--- config.mk ---
export PLATFORM = sky130hd
export DESIGN_NAME = pio_in_filter
export DESIGN_NICKNAME = d
export VERILOG_FILES = /design/src/rtl/pio_in_filter.sv
export SDC_FILE = /design/constraint.sdc
export NUM_CORES = 1
export LEC_CHECK = 0
export BUFFER_PORTS_ARGS = -buffer_cell sky130_fd_sc_hd__buf_2
export CORE_ASPECT_RATIO = 1.75
export CORE_MARGIN = 2
export CORE_UTILIZATION = 30
export CTS_CLUSTER_DIAMETER = 80
export DETAILED_ROUTE_END_ITERATION = 6
export PLACE_DENSITY = 0.47
export SETUP_SLACK_MARGIN = 0.1
export SLEW_MARGIN = 20
export SYNTH_ARGS = -nofsm -noshare
export SYNTH_HDL_FRONTEND = slang
export SYNTH_SLANG_ARGS = --single-unit
--- constraint.sdc ---
create_clock -name clk -period 2.4 [get_ports clk]
set_clock_uncertainty 0.05 [all_clocks]
set_input_delay 0.36 -clock clk [delete_from_list [all_inputs] [get_ports clk]]
set_output_delay 0.36 -clock clk [all_outputs]
set_load 0.05 [all_outputs]
--- src/rtl/pio_in_filter.sv ---
// pio_in_filter: per-pin synchroniser, debouncer and edge detector with sticky
// pending flags, feeding PIO idata and a single level interrupt.
module pio_in_filter #(
   parameter int pioWidth = 10,
   parameter int cntWidth = 8
) (
   input  logic                clk,
   input  logic                reset_n,
   input  logic [pioWidth-1:0] pin_i,
   input  logic [cntWidth-1:0] cfg_debounce,
   input  logic [pioWidth-1:0] cfg_rise_en,
   input  logic [pioWidth-1:0] cfg_fall_en,
   input  logic [pioWidth-1:0] pend_clr,
   output logic [pioWidth-1:0] idata,
   output logic [pioWidth-1:0] rise,
   output logic [pioWidth-1:0] fall,
   output logic [pioWidth-1:0] pending,
   output logic                irq
);
   logic [pioWidth-1:0] s1, s2, hit, rise_nxt, fall_nxt;
   logic [cntWidth-1:0] cnt [pioWidth];

   always_ff @(posedge clk or negedge reset_n)
      if (!reset_n) begin
         s1 <= '0;
         s2 <= '0;
      end else begin
         s1 <= pin_i;
         s2 <= s1;
      end

   // >= lets a lowered threshold release a counter already past it
   for (genvar i = 0; i < pioWidth; i++) begin : g_pin
      assign hit[i] = (s2[i] != idata[i]) && (cnt[i] >= cfg_debounce);
      always_ff @(posedge clk or negedge reset_n)
         if (!reset_n) cnt[i] <= '0;
         else cnt[i] <= (s2[i] == idata[i] || hit[i]) ? '0 : (&cnt[i] ? cnt[i] : cnt[i] + 1'b1);
   end

   assign rise_nxt = hit & s2;
   assign fall_nxt = hit & ~s2;

   // set is OR-ed in after the clear so a coincident edge is never lost
   always_ff @(posedge clk or negedge reset_n)
      if (!reset_n) begin
         idata   <= '0;
         rise    <= '0;
         fall    <= '0;
         pending <= '0;
      end else begin
         idata   <= idata ^ hit;
         rise    <= rise_nxt;
         fall    <= fall_nxt;
         pending <= (pending & ~pend_clr) | (rise_nxt & cfg_rise_en) | (fall_nxt & cfg_fall_en);
      end

   assign irq = |pending;
endmodule
# Word-level counts from Yosys, hierarchy flattened
# Cells that the tools add are included.
[word_totals]
latch_bits = 0
mem_bits_ro = 0
elab_cells = 127
memories = 0
ram_bits = 0
in_bits = 50
regBits = 140
out_inout_bits = 41
[classes]
mux = 20
shifts = 0
n_bitwise = 10
order_cmp = 10
n_reduce_logical = 31
add_sub_neg = 10
mul = 0
div_mod_pow = 0
n_eq_ne = 30
[op_table]
columns = ["cell", "count"]
rows = [
  ["8-bit 2-to-1 mux", 20],
  ["8-bit by 1-bit adder with 8-bit output (second input constant)", 10],
  ["8-bit greater-or-equal comparator", 10],
  ["8-bit AND reduction", 10],
  ["10-bit AND", 5],
  ["2-bit inequality test (second input constant)", 10],
  ["10-bit NOT", 2],
  ["10-bit OR", 2],
  ["1-bit equality test", 10],
  ["1-bit logical AND", 10],
  ["1-bit logical OR", 10],
  ["1-bit inequality test", 10],
  ["10-bit OR reduction", 1],
  ["10-bit XOR", 1],
]

# Depth between registers and ports, before layout
[logic_depth]
depth_word = 6
mapped_depth = 6
ltp_nobuf = 6

# Worst setup path after synthesis
# Ideal clock, no wire load.
[synth_path]
kind = "register -> register"
startpoint = "register cnt[40] in the netlist's numbering"
endpoint = "register (tool-made name)"
path_stages_with_launch = 7
slack_ns = 0.399
t_arrival_ns = 1.826
path_buffers = 0
required_ns = 2.225
cell_sequence = "dfrtp_1 -> inv_1 -> ha_1 -> nand2b_1 -> a2111o_1 -> a21oi_1 -> mux2_2"
[synth_lines]
columns = ["element", "line_no", "source"]
rows = [
  ["from (decl)", "21", "logic [cntWidth-1:0] cnt [pioWidth];"],
  ["from (signal, indexed assignment)", "37", "else cnt[i] <= (s2[i] == idata[i] || hit[i]) ? '0 : (&cnt[i] ? cnt[i] : cnt[i] + 1'b1);"],
]

# Worst setup path after layout
[layout_path]
startpoint = "register cnt[48] in the netlist's numbering"
endpoint = "register cnt[55] in the netlist's numbering"
[layout_via]
elab_chain_len = 4
elab_cells_between_ends = 8
cone_classes = "add/sub: 1; order compare: 1; eq/ne: 1; mux: 2; reduce/logical: 3"
[layout_lines]
columns = ["element", "line_no", "source"]
rows = [
  ["8-bit greater-or-equal comparator", "34", "assign hit[i] = (s2[i] != idata[i]) && (cnt[i] >= cfg_debounce);"],
  ["1-bit logical AND", "34", ""],
  ["1-bit logical OR", "37", ""],
  ["2-bit inequality test (no source line) or 8-bit 2-to-1 mux (tied branches)", "n/a", ""],
]
# Several ways; a longest one is shown, not always the timed one. The select of a mux whose other input is x is not followed.
# A chain may end at the register's enable or synchronous reset.

==> results.md <==
- Crit path kind: reg -> reg
- CTS Buf Count: 17
- Inserted Diodes: 0
- Die H: 216.6 um
- Drt drc: 0
- Final GP Congestion: 0.7521
- RSZ-0062 raised after global routing: no
- Post-CTS setup buffers: 0
- Period Utilization, post-route: 0.8719
- Die Area: 27,170 um^2
- DR WL met2: 10,430 um
- First-pass GRT wire length: 33,340 um
- Worst r2r src: cnt[48]
- Pwr per Cell Area: 782.4 nW/um^2
- Die width: 125.5 um
- Clock sinks: 140
- Initial antenna violation count: 0
- Synth warnings: 0
- Synth unique cells: 36
- CORE AREA: 25,340 um^2
- CP Data Required Time: 2.68 ns
- Pleak: 0.004721 uW
- Hold wc startpoint: pend_clr[8]
- Critical Path End Type: flop
- Worst min path class: in -> reg
- Crit-path max cell delay: 0.42 ns
- RR Endpoint: cnt[55]
- CP Max Fanout: 8
- Clk pin slew, worst setup/hold paths: 0.06 ns
- Clock Path Buffers: 2
- Rows: 77
- Top layer in use: met4
- Routed len/inst: 16.19 um
- Worst vdd ir: 0.5253 mV
- Status: finished, final reports clean
- Largest net degree at the start of global routing: 52
- Iteration count of the initial detailed-routing pass: 4
- Via count: 6,226
- Slew Limit Fails: 0
- Area grow syn2layout: 23.33%
- Syn nets: 896
- Yosys reg bits: 140
- Clk_lat worst skew: 0.44 ns
- Max frequency: 0.4779 GHz
- Mapped Cells: 756
- Relative slew slack: 0.6445
- Vias in the first global route: 6,390
- I/O Pins: 91
- Final Setup Violations: 0
- Number of I/O port buffers: 90
- Worst Reg-to-Reg Cells: 6
- Drt total wl: 19,800 um
- Initial drt markers: 217
- Hold Path Depth: 2
- FF-to-FF setup slack: 0.31 ns
- TritonCTS clock tree: built
- Setup TNS Final: 0 ns
- M1 WL: 8459 um
- Fin Hold WS: 0.05154 ns
- Fillers: 2,533
- Total track usage: 0.1547
- Max-Cap Viols: 0
- Arrival time at the worst endpoint: 2.37 ns
- Nets: 1,035
- CP startpoint kind: flop
- Worst slew pin tran: 0.5333 ns
- CTS H-tree depth: 4
- Tmin final: 2.092 ns
- CTS root buffer: clkbuf_16
- Hold path endpoint: pending[8]
- Slowest cell on crit path: a2111o_1
- Post-DP HPWL: 14,390 um
- Number of vias per cell: 5.091
- Total global routing overflow: 0
- Mapped Avg Cell Area: 10.24 um^2
- Mapped Area: 7745 um^2
- Metal3 WL: 590 um
- Worst-path cell chain: inv_1 > ha_1 > nand2b_1 > a2111o_1 > a211o_1 > a211oi_1
- DRT antenna net count: 0
- Final Hold Fails: 0
- Layout cell share with drive strength beyond 1: 0.1775
- Initial Utilization: 0.3057
- Seq/Total Area, Yosys: 0.4523
-- synthesized netlist by cell type --
cell type	number	area (um^2)
o21ai_0	24	120.1
mux2i_1	11	110.1
a21oi_1	51	255.2
nor4_1	2	12.51
a2111o_1	10	112.6
nor4b_1	4	35.03
dfrtp_1	140	3503
and2_1	3	18.77
a41o_1	1	10.01
and4b_1	5	50.05
nor3b_1	16	120.1
a211o_1	7	61.31
buf_2	4	20.02
a211o_2	3	30.03
and3_1	33	206.5
a41oi_1	3	26.28
nor3_1	49	245.2
mux2_2	10	112.6
or3b_2	1	8.760
and4_1	10	87.58
xnor2_1	20	175.2
nand2b_1	7	43.79
ha_1	90	1126
nor2_1	67	251.5
nand2_1	29	108.9
nand4_1	16	100.1
nand3_1	22	110.1
o22ai_1	10	62.56
nand4_2	1	12.51
nand2b_4	3	41.29
nor2b_1	8	50.05
inv_1	49	183.9
a311oi_2	3	45.04
clkbuf_1	1	3.750
a211oi_1	12	90.09
a31oi_1	31	193.9
-- power by group --
part	leakage, uW	internal (uW)	switching (uW)
clock network	0.000281	1650	1000
logic	0.00256	781	1030
registers	0.00188	2630	379
-- cells in the final DEF (no fill, tap or decap), drive strengths merged, types with 23 or more instances in the layout --
cell / count
a31oi: 31
buf: 114
nand2: 29
o21ai: 24
nor3: 49
ha: 90
and3: 33
nor2: 67
a21oi: 51
dfrtp: 140
inv: 49
clkbuf: 23
-- worst max-delay path by stage --
stage	end	startpoint	slack [ns]	cells after the start
2_1_floorplan	flop	cnt[40]	0.40	6
3_3_place_gp	flop	cfg_debounce[0]	0.13	7
3_5_place_dp	flop	cfg_debounce[0]	0.12	7
4_1_cts	flop	cnt[40]	0.28	6
5_1_grt	cnt[74]	cnt[72]	0.18	6
6_report	cnt[55]	cnt[48]	0.31	6
-- routing by layer --
metal	global-route usage	up-vias
met4	0.05074	0
met1	0.1817	3009
li1	-	3095
met5	0	-
met3	0.03234	19
met2	0.2786	103
-- timing repair --
item | 4_1_cts | 5_1_grt
resized for setup | 0 | 0
hold buffers | 11 | 0
endpoints found under the hold margin | 58 | 0
-- sequential cells by signal, summed over array words and instances, names as in the netlist, named ones only --
signal and flops:
pending 10, s1 10, fall 10, rise 10
cnt 80, s2 10
-- stage by stage --
step	setup WS (ns)	std cells	power [uW]	utilization	instance area [um^2]
2_1_floorplan	0.3992	756	4288	-	7745
3_3_place_gp	0.1320	1181	4856	0.3499	8866
3_5_place_dp	0.1221	1181	4879	0.3499	8866
4_1_cts	0.2830	1223	7609	0.3770	9552
5_1_grt	0.1779	1223	7993	0.3770	9552
6_report	0.3075	1223	7473	0.3770	9552
-- critical path: cells and delay by family, from the launching register on --
kind	cells	cell delay, ns
AND/OR/NAND/NOR	1	0.14
flip-flops	1	0.39
buffers and inverters	1	0.08
adder cells (fa/ha/maj)	1	0.27
AO/OA/AOI/OAI	3	1.05
-- logic make-up (layout without fill, tap and decap cells) --
group,Yosys count,in the layout,synth area share
and+or+nand+nor,276,276,0.1940
AOI/OAI and AO/OA,155,155,0.1301
DFF,140,140,0.4523
adders and majority gates,90,90,0.1454
buffers and inverters,54,205,0.02682
muxes,21,21,0.02876
xor gates and xnor gates,20,20,0.02262
-- cell type report --
| cell class | instances | area (um^2) | area share |
|---|---|---|---|
| inverters | 49 | 183.9 | 0.01926 |
| flip-flops and latches | 140 | 3503 | 0.3668 |
| repair buffers | 125 | 859.6 | 0.08999 |
| multi-input cells | 562 | 4034 | 0.4223 |
| well taps | 316 | 395.4 | 0.04139 |
| clock inverters | 8 | 117.6 | 0.01231 |
| clock buffers | 23 | 457.9 | 0.04794 |
No activity file was read; power rests on OpenSTA's default activity.
